## config.mk

```make
export PLATFORM = sky130hd
export DESIGN_NAME = reg_blk
export DESIGN_NICKNAME = d
export VERILOG_FILES = /design/src/rtl/reg_blk.sv
export SDC_FILE = /design/constraint.sdc
export NUM_CORES = 1
export LEC_CHECK = 0
export CORE_MARGIN = 4
export CORE_UTILIZATION = 29
export CTS_CLUSTER_DIAMETER = 120
export CTS_CLUSTER_SIZE = 14
export DETAILED_ROUTE_END_ITERATION = 16
export SLEW_MARGIN = 20
export SYNTH_ARGS = -nofsm -noshare
export SYNTH_HDL_FRONTEND = slang
export SYNTH_SLANG_ARGS = --single-unit
```

## constraint.sdc

```tcl
create_clock -name clk -period 5.1 [get_ports clk]
set_clock_uncertainty 0.15 [all_clocks]
set_input_delay 1.02 -clock clk [delete_from_list [all_inputs] [get_ports clk]]
set_output_delay 1.02 -clock clk [all_outputs]
set_load 0.01 [all_outputs]
```

## src/rtl/reg_blk.sv

```systemverilog
`default_nettype none
// +----------------------------------------------------------------------------+
// | Module   : reg_blk                                                         |
// | Purpose  : Instruction register, field decode, 8-entry register file and   |
// |            Z/N flags derived from R1.                                      |
// | Revision : 1.0                                                             |
// +----------------------------------------------------------------------------+
module reg_blk #(
    parameter int DATA_W = 8
) (
    input  logic              clk,
    input  logic              rst_bar,
    input  logic              ir_load,
    input  logic [DATA_W-1:0] instruction,
    input  logic              wb,
    input  logic [DATA_W-1:0] wbvalue,
    output logic [1:0]        opcode,
    output logic [2:0]        oprand,
    output logic [2:0]        ra_sel,
    output logic [2:0]        rb_sel,
    output logic [DATA_W-1:0] ra,
    output logic [DATA_W-1:0] rb,
    output logic [DATA_W-1:0] r1,
    output logic              z_flag,
    output logic              n_flag
);

    localparam int         c_NREGS  = 8;
    localparam logic [1:0] c_OP_ALU = 2'b11;

    logic [DATA_W-1:0] r_ir;
    logic [DATA_W-1:0] r_regs [c_NREGS];

    logic [1:0] w_opcode;
    logic [2:0] w_ra_sel;
    logic [2:0] w_rb_sel;

    always_ff @(posedge clk or negedge rst_bar) begin
        if (!rst_bar) begin
            r_ir <= '0;
        end else if (ir_load) begin
            r_ir <= instruction;
        end
    end

    // The write index comes from the IR as it stood before this edge, so a
    // simultaneous ir_load does not redirect the write.
    always_ff @(posedge clk or negedge rst_bar) begin
        if (!rst_bar) begin
            for (int i = 0; i < c_NREGS; i++) begin
                r_regs[i] <= '0;
            end
        end else if (wb) begin
            r_regs[w_rb_sel] <= wbvalue;
        end
    end

    assign w_opcode = r_ir[7:6];
    assign w_ra_sel = r_ir[5:3];
    assign w_rb_sel = r_ir[2:0];

    assign opcode = w_opcode;
    assign oprand = (w_opcode == c_OP_ALU) ? w_ra_sel : 3'b000;
    assign ra_sel = w_ra_sel;
    assign rb_sel = w_rb_sel;

    assign ra     = r_regs[w_ra_sel];
    assign rb     = r_regs[w_rb_sel];
    assign r1     = r_regs[1];
    assign z_flag = (r_regs[1] == '0);
    assign n_flag = r_regs[1][DATA_W-1];

endmodule
`default_nettype wire

```

==> flow_summary.toml, run 1 <==
[status]
status = "finished, final reports clean"

[placed_design]
hpwl_mm = 6.96
dpl_cell_area_um2 = 4610
preCtsSetupSlack_ps = 1550
placedCellCount = 478
finalWeightedCongestion = 0.808
portBuffers = 56

[setup_path]
cp_max_fo = 10
startpoint_type = "register"
slowest_delay_ps = 680
critPathRequiredTime_ps = 3930
crit_chain = "buf_4 > mux4_1 > mux2_4 > clkdlybuf4s50_1"
path_class = "register to primary output"
end_kind = "primary output"
crit_cells = 4
path_delay_family = "buffers and inverters"
cp.arrival_ps = 2690
crit_buf_inv = 2
reg2reg_depth = 4
critPathSlowestCell = "dfrtp_1"

[sta]
rsz0062_at_grt = "false"
period_needed_ps = 3860
slew_violations = 0
relSlewSlack = 0.411
max_freq_mhz = 259
finalSetupTns_ps = 0
setup_ws_ps = 1240
setup_violations = 0
tightest_slew_ps = 883
final.period_utilization = 0.757
hold_viol = 0

[route]
ant_nets = 0
drt_first_iter_violations = 100
routed_wl_mm = 10.0
wire_per_inst_um = 20.3
viasPerCell = 5.03
drc = 0
drt-pass1-iter-count = 4
dr_total_vias = 2487

[yosys]
synth_edf_count = 0
synthTopCellsByArea = "dfrtp_1 (45%), mux2_2 (21%), mux4_2 (7.9%)"
yosysTopAreaCell = "dfrtp_1"
synth_top_flop_cell = "dfrtp_1"
netlist.area_leader.share = 0.453
syn_area_um2 = 3980
yosysWarnings = 0
yosysMostFrequentCell = "mux2_2"
synthArstFlopShare = 1.00
yosysSeqAreaShare = 0.453
synth.distinct_cells = 31
synth_nets = 286
synth_common_cells = "mux2_2 (75), dfrtp_1 (72), mux4_2 (14)"
syn_inst = 266
synth_seq_cells = 72
avgSynthCellArea_um2 = 15.0

[layout]
fin_area_um2 = 4960
area_growth_pct = 24.6
nNetsFinal = 333
drive_gt1_frac = 0.403
final_cells = 494
diodes = 0

[floorplanning]
num_rows = 42
initial_core_util = 0.298
core_area_um2 = 13300
die_height_um = 125
die-area_um2 = 15700
die_w_um = 125
io-pin-count = 57

[clocking]
cts_hold_buf = 0
clk_pin_slew_ps = 60
clock_sinks = 72
postCtsSetupBuffers = 0
cts_tree = "built"
clk_path_buf_depth = 2
numCtsBuffers = 9
htree_levels = 3
cts_root_buffer = "clkbuf_16"
cts.repair.resized = 0
insertion_delay_ps = 330

[global_route]
antenna_found_initial = 0
grtUsageTotal = 0.133
overflow = 0
grt_max_degree = 46
grt_pass1_vias = 2730
grt_pass1_wl_mm = 16.1

[hold_path]
hold_depth = 1
hp-class = "register to register"

[job]
maxCapViolCount = 0

[power]
p_leak_nw = 2.04
ir_drop_mv = 0.167
powerDensity_nw_per_um2 = 485
-- metrics by stage --
stage	power, mW	hold WS [ps]	utilization
after floorplan	1.40	338	-
after global placement	1.68	359	0.345
after detailed placement	1.70	365	0.345
after CTS	2.43	377	0.371
after global routing	2.54	396	0.371
final	2.40	373	0.371
-- report_power, final --
part | total (mW) | internal [mW] | switching, mW
logic | 0.745 | 0.498 | 0.247
registers | 0.936 | 0.750 | 0.185
clock network | 0.721 | 0.478 | 0.243
-- area by class of cell --
type | instances | area, um2
clock buffer | 9 | 225
clock inverter | 7 | 120
tap | 176 | 220
fill | 1298 | 8390
multi-input combinational | 164 | 1980
inverter | 5 | 18.8
sequential | 72 | 1800
timing repair buffer | 61 | 593
-- registers in the layout, summed over array words and instances, names as in the netlist --
| signal | count |
|---|---|
| r_ir | 8 |
| r_regs | 56 |
| r1 | 8 |
-- layer usage --
metal / up-vias / global-route usage / wire length, um
met5: - / 0 / 0
li1: 1126 / - / -
met4: 0 / 0.0427 / 177
met3: 14 / 0.0328 / 303
met1: 1315 / 0.168 / 4360
met2: 32 / 0.223 / 5190
-- final timing paths --
path,start,endpoint,slack (ps)
max in group asynchronous,rst_bar,r_regs[7],3230
min reg2reg,r_regs[8],r_regs[8],370
min,r_regs[8],r_regs[8],370
min in group asynchronous,rst_bar,r1[3],550
max,r_ir[3],ra[5],1240
max reg2reg,r_ir[0],r_regs[44],2620
-- placed cells by master, fill, tap and decap left out, types with 2 or more instances in the layout --
cell type / instances
nand2_1: 6
o211ai_1: 5
o32a_1: 4
mux4_1: 8
mux4_2: 14
bufinv_16: 3
nor2_1: 2
mux2i_1: 9
clkbuf_16: 9
clkdlybuf4s50_1: 55
nor3b_4: 2
mux2_2: 75
clkinv_4: 2
a21oi_1: 5
nand4b_2: 2
and3_1: 4
a22oi_1: 4
mux2_4: 8
buf_4: 5
dfrtp_1: 72
or4_1: 2
nand3_2: 2
a211o_1: 5
inv_1: 5
-- cell families (layout without fill, tap and decap cells) --
kind of cell	count (synthesis)	after routing	synth area share
AOI/OAI and AO/OA	25	25	0.0475
buffers and inverters	30	82	0.0500
DFF	72	72	0.453
muxes	114	114	0.397
and+or+nand+nor	25	25	0.0522
No activity file was read; power rests on OpenSTA's default activity.
==> run 2: changes to the inputs <==
==> constraint.sdc (replaced) <==
create_clock -name clk -period 3.7 [get_ports clk]
set_clock_uncertainty 0.15 [all_clocks]
set_input_delay 0.74 -clock clk [delete_from_list [all_inputs] [get_ports clk]]
set_output_delay 0.74 -clock clk [all_outputs]
set_load 0.01 [all_outputs]
==> flow_summary.toml, run 2 (synthesis gave the netlist of run 1 again) <==
[floorplanning]
die_height_um = 125
num_rows = 42
die-area_um2 = 15700
die_w_um = 125
initial_core_util = 0.298
io-pin-count = 57
core_area_um2 = 13300

[setup_path]
slowest_delay_ps = 740
cp.arrival_ps = 2470
critPathSlowestCell = "dfrtp_1"
end_kind = "primary output"
crit_chain = "mux4_2 > mux2_2 > clkdlybuf4s50_1"
crit_buf_inv = 1
r2r_end = "r_regs[27]"
cp_max_fo = 14
ff2ff_setup_slack_ps = 1380
critPathRequiredTime_ps = 2810
path_class = "register to primary output"
startpoint_type = "register"
path_delay_family = "multiplexers"
reg2reg_depth = 4
timing.rr.start = "r_ir[0]"

[layout]
drive_gt1_frac = 0.400
regMostFlops = "r_regs"
final_util = 0.369
final_common_cell = "mux2_2"
largest_reg_flops = 56
final_cells = 501
final_cell_mix = "mux2_2 (75), dfrtp_1 (72), clkdlybuf4s50_1 (55)"
nNetsFinal = 341
area_growth_pct = 23.7
diodes = 0

[route]
drc = 0
wl_met1_mm = 4.20
drt-pass1-iter-count = 4
drt_first_iter_violations = 89
wire_per_inst_um = 20.2
viasPerCell = 4.98
ant_nets = 0
dr_total_vias = 2494
dr_wl_met2_mm = 5.41
top_layer_used = "met4"
route.met3.wl_um = 274
routed_wl_mm = 10.1

[global_route]
grt_max_degree = 73
grt_pass1_vias = 2801
antenna_found_initial = 0
grt_pass1_wl_mm = 16.4
grtUsageTotal = 0.136
overflow = 0

[sta]
final.period_utilization = 0.908
relSlewSlack = 0.378
finalSetupTns_ps = 0
slew_violations = 0
hold_viol = 0
rsz0062_at_grt = "false"
period_needed_ps = 3360
tightest_slew_ps = 933
max_freq_mhz = 298
setup_ws_ps = 342
setup_violations = 0

[hold_path]
hold_start = "r_regs[5]"
holdPathEnd = "r_regs[5]"
hp-class = "register to register"
hold_depth = 1

[power]
powerDensity_nw_per_um2 = 629
clkPwrFrac = 0.245
sequentialPowerShare = 0.409
total_power_mw = 3.09
p_leak_nw = 2.03
p_int_mw = 2.18
switching_share = 0.295
p_sw_mw = 0.911
ir_drop_mv = 0.200
pwr-share-comb = 0.346

[clocking]
insertion_delay_ps = 330
clk_path_buf_depth = 2
clock_sinks = 72
cts_hold_buf = 0
clk_pin_slew_ps = 50
cts.repair.resized = 0
cts_root_buffer = "clkbuf_16"
htree_levels = 3
numCtsBuffers = 9
postCtsSetupBuffers = 0
cts_tree = "built"

[placed_design]
portBuffers = 56
finalWeightedCongestion = 0.772
placedCellCount = 486
hpwl_mm = 7.27
preCtsSetupSlack_ps = 745

[job]
maxCapViolCount = 0

[status]
status = "finished, final reports clean"
==> run 2: cell types whose count changed in the layout (fill, tap and decap cells not counted), sizes merged <==
| cell | delta |
|---|---|
| buf | +8 |
| clkinvlp | -1 |
| bufinv | -3 |
| clkinv | -2 |
| clkbuf | +5 |
==> run 2: routing by layer <==
layer  vias to the layer above  GRT usage
met5                         -          0
met4                         0     0.0612
met3                        19     0.0239
met2                        49      0.240
met1                      1287      0.161
li1                       1139          -
==> run 2: metrics by stage <==
step	cell area [um2]	hold WS [ps]
6_report	4920	374
3_3_place_gp	4670	359
2_1_floorplan	3980	294
5_1_grt	4920	401
3_5_place_dp	4670	367
4_1_cts	4920	379
==> run 2: how the worst max path moves through the flow <==
stage                       start    end  slack [ps]  depth (start not counted)
after global routing      r_ir[0]  rb[5]         230                          5
after global placement    r_ir[0]  rb[5]         730                          5
after CTS                 r_ir[0]  rb[4]         350                          3
final                     r_ir[0]  rb[4]         340                          3
after detailed placement  r_ir[0]  rb[4]         750                          3
after floorplan           r_ir[3]  ra[3]        1360                          4
==> run 2: area by class of cell <==
cell class,count,area (um2)
fillers,1317,8430
multi-input cells,164,1980
flip-flops and latches,72,1800
repair buffers,69,653
clock buffers,14,244
well taps,176,220
inverters,5,18.8
clock inverters,1,5.00
==> run 2: power by group through the flow <==
| stage | combinational [mW] | sequential [mW] | clock (mW) |
|---|---|---|---|
| floorplan | 0.745 | 1.18 | 0 |
| global placement | 1.07 | 1.27 | 0 |
| detailed placement | 1.09 | 1.28 | 0 |
| CTS | 1.09 | 1.27 | 0.776 |
| global route | 1.16 | 1.30 | 0.811 |
| finish | 1.07 | 1.27 | 0.758 |
==> run 3: changes to the inputs <==
--- a/config.mk
+++ b/config.mk
@@ -10,6 +10,7 @@
 export CTS_CLUSTER_DIAMETER = 120
 export CTS_CLUSTER_SIZE = 14
 export DETAILED_ROUTE_END_ITERATION = 16
+export RECOVER_POWER = 50
 export SLEW_MARGIN = 20
 export SYNTH_ARGS = -nofsm -noshare
 export SYNTH_HDL_FRONTEND = slang
==> flow_summary.toml, run 3 (synthesis gave the netlist of run 1 again) <==
[sta]
slew_violations = 73
hold_viol = 0
tightest_slew_ps = 1820
finalSetupTns_ps = 0
period_needed_ps = 3350
rsz0062_at_grt = "false"
final.period_utilization = 0.905
setup_ws_ps = 353
relSlewSlack = -0.212
setup_violations = 0
max_freq_mhz = 299

[route]
drt-pass1-iter-count = 4
drc = 0
drt_first_iter_violations = 86
wire_per_inst_um = 20.2
routed_wl_mm = 10.1
wl_met1_mm = 4.19
viasPerCell = 5.00
route.met3.wl_um = 314
dr_total_vias = 2506
ant_nets = 0
dr_wl_met2_mm = 5.39
top_layer_used = "met4"

[floorplanning]
io-pin-count = 57
die_height_um = 125
die_w_um = 125
num_rows = 42
core_area_um2 = 13300
initial_core_util = 0.298
die-area_um2 = 15700

[global_route]
grt_pass1_vias = 2801
overflow = 0
grt_max_degree = 73
antenna_found_initial = 0
grt_pass1_wl_mm = 16.4
grtUsageTotal = 0.136

[power]
pwr-share-comb = 0.345
p_sw_mw = 0.912
clkPwrFrac = 0.245
ir_drop_mv = 0.201
sequentialPowerShare = 0.409
switching_share = 0.295
p_leak_nw = 2.03
powerDensity_nw_per_um2 = 631
p_int_mw = 2.18

[setup_path]
path_class = "register to primary output"
setup.worst_path.start = "r_ir[0]"
path_delay_family = "multiplexers"
slowest_delay_ps = 730
crit_cells = 3
cp_max_fo = 14
end_kind = "primary output"
critPathCapture = "rb[4]"
reg2reg_depth = 4
ff2ff_setup_slack_ps = 1310
critPathRequiredTime_ps = 2810
critPathSlowestCell = "dfrtp_1"
cp.arrival_ps = 2460
r2r_end = "r_regs[8]"
crit_buf_inv = 1
crit_chain = "mux4_2 > mux2_2 > clkdlybuf4s50_1"
startpoint_type = "register"
timing.rr.start = "r_ir[0]"

[placed_design]
portBuffers = 56
preCtsSetupSlack_ps = 745
finalWeightedCongestion = 0.772
placedCellCount = 486
hpwl_mm = 7.27

[layout]
area_growth_pct = 23.3
final_common_cell = "mux2_2"
final_cell_mix = "mux2_2 (74), dfrtp_1 (72), clkdlybuf4s50_1 (53)"
largest_reg_flops = 56
final_cells = 501
final_util = 0.367
diodes = 0
nFillCells = 1321
drive_gt1_frac = 0.388
nNetsFinal = 341
regMostFlops = "r_regs"

[clocking]
clk_pin_slew_ps = 60
cts_tree = "built"
numCtsBuffers = 9
htree_levels = 3
clock_sinks = 72
postCtsSetupBuffers = 0
cts.repair.resized = 0
clk_path_buf_depth = 2
cts_hold_buf = 0
insertion_delay_ps = 330
cts_root_buffer = "clkbuf_16"

[hold_path]
hp-class = "register to register"
hold_start = "r_regs[42]"

[status]
violations = "max-capacitance violations, max-slew violations"
status = "finished with violations"

[job]
maxCapViolCount = 1
-- run 3: changes by cell type in the layout (fill, tap and decap cells not counted), moves of 2 or more --
cell,before,now
clkdlybuf4s50_1,55,53
dlygate4sd3_1,0,2
buf_4,13,11
nand3_2,2,0
nand3_1,0,2
-- run 3: layout make-up --
| cell class | count | area [um2] | share of cell area |
|---|---|---|---|
| clock buffer | 14 | 244 | 0.0498 |
| clock inverter | 1 | 5.00 | 0.00102 |
| inverter | 5 | 18.8 | 0.00383 |
| multi-input combinational | 164 | 1970 | 0.401 |
| sequential | 72 | 1800 | 0.367 |
| tap | 176 | 220 | 0.0449 |
| timing repair buffer | 69 | 647 | 0.132 |
-- run 3: worst reg2reg max path, cell delays in order, from the launching register on --
cell	delay (ps)
dfrtp_1	600
inv_1	180
clkbuf_1	330
nand3_1	560
mux2_2	460
-- run 3: worst min-delay path by stage --
stage	endpoint	slack, ps	depth (start not counted)
global placement	r_regs[41]	360	1
floorplan	r1[0]	290	0
global route	r_regs[11]	400	1
detailed placement	r_regs[61]	370	1
CTS	r_regs[61]	380	1
finish	r_regs[42]	380	1
-- run 3: power by group through the flow --
stage / clock, mW / combinational, mW / sequential, mW
global route: 0.811 / 1.15 / 1.30
CTS: 0.776 / 1.09 / 1.27
global placement: 0 / 1.07 / 1.27
finish: 0.758 / 1.07 / 1.27
detailed placement: 0 / 1.09 / 1.28
floorplan: 0 / 0.745 / 1.18
-- run 3: metal layers --
metal,vias to the layer above,track usage
met3,19,0.0239
met4,0,0.0612
met5,-,0
met2,51,0.240
met1,1294,0.161
li1,1142,-
-- run 3: through the flow --
stage               hold WS (ps)  cell area [um2]  power, mW
floorplan                    294             3980       1.92
global placement             359             4670       2.34
detailed placement           367             4670       2.37
CTS                          379             4920       3.14
global route                 401             4900       3.27
finish                       378             4900       3.09
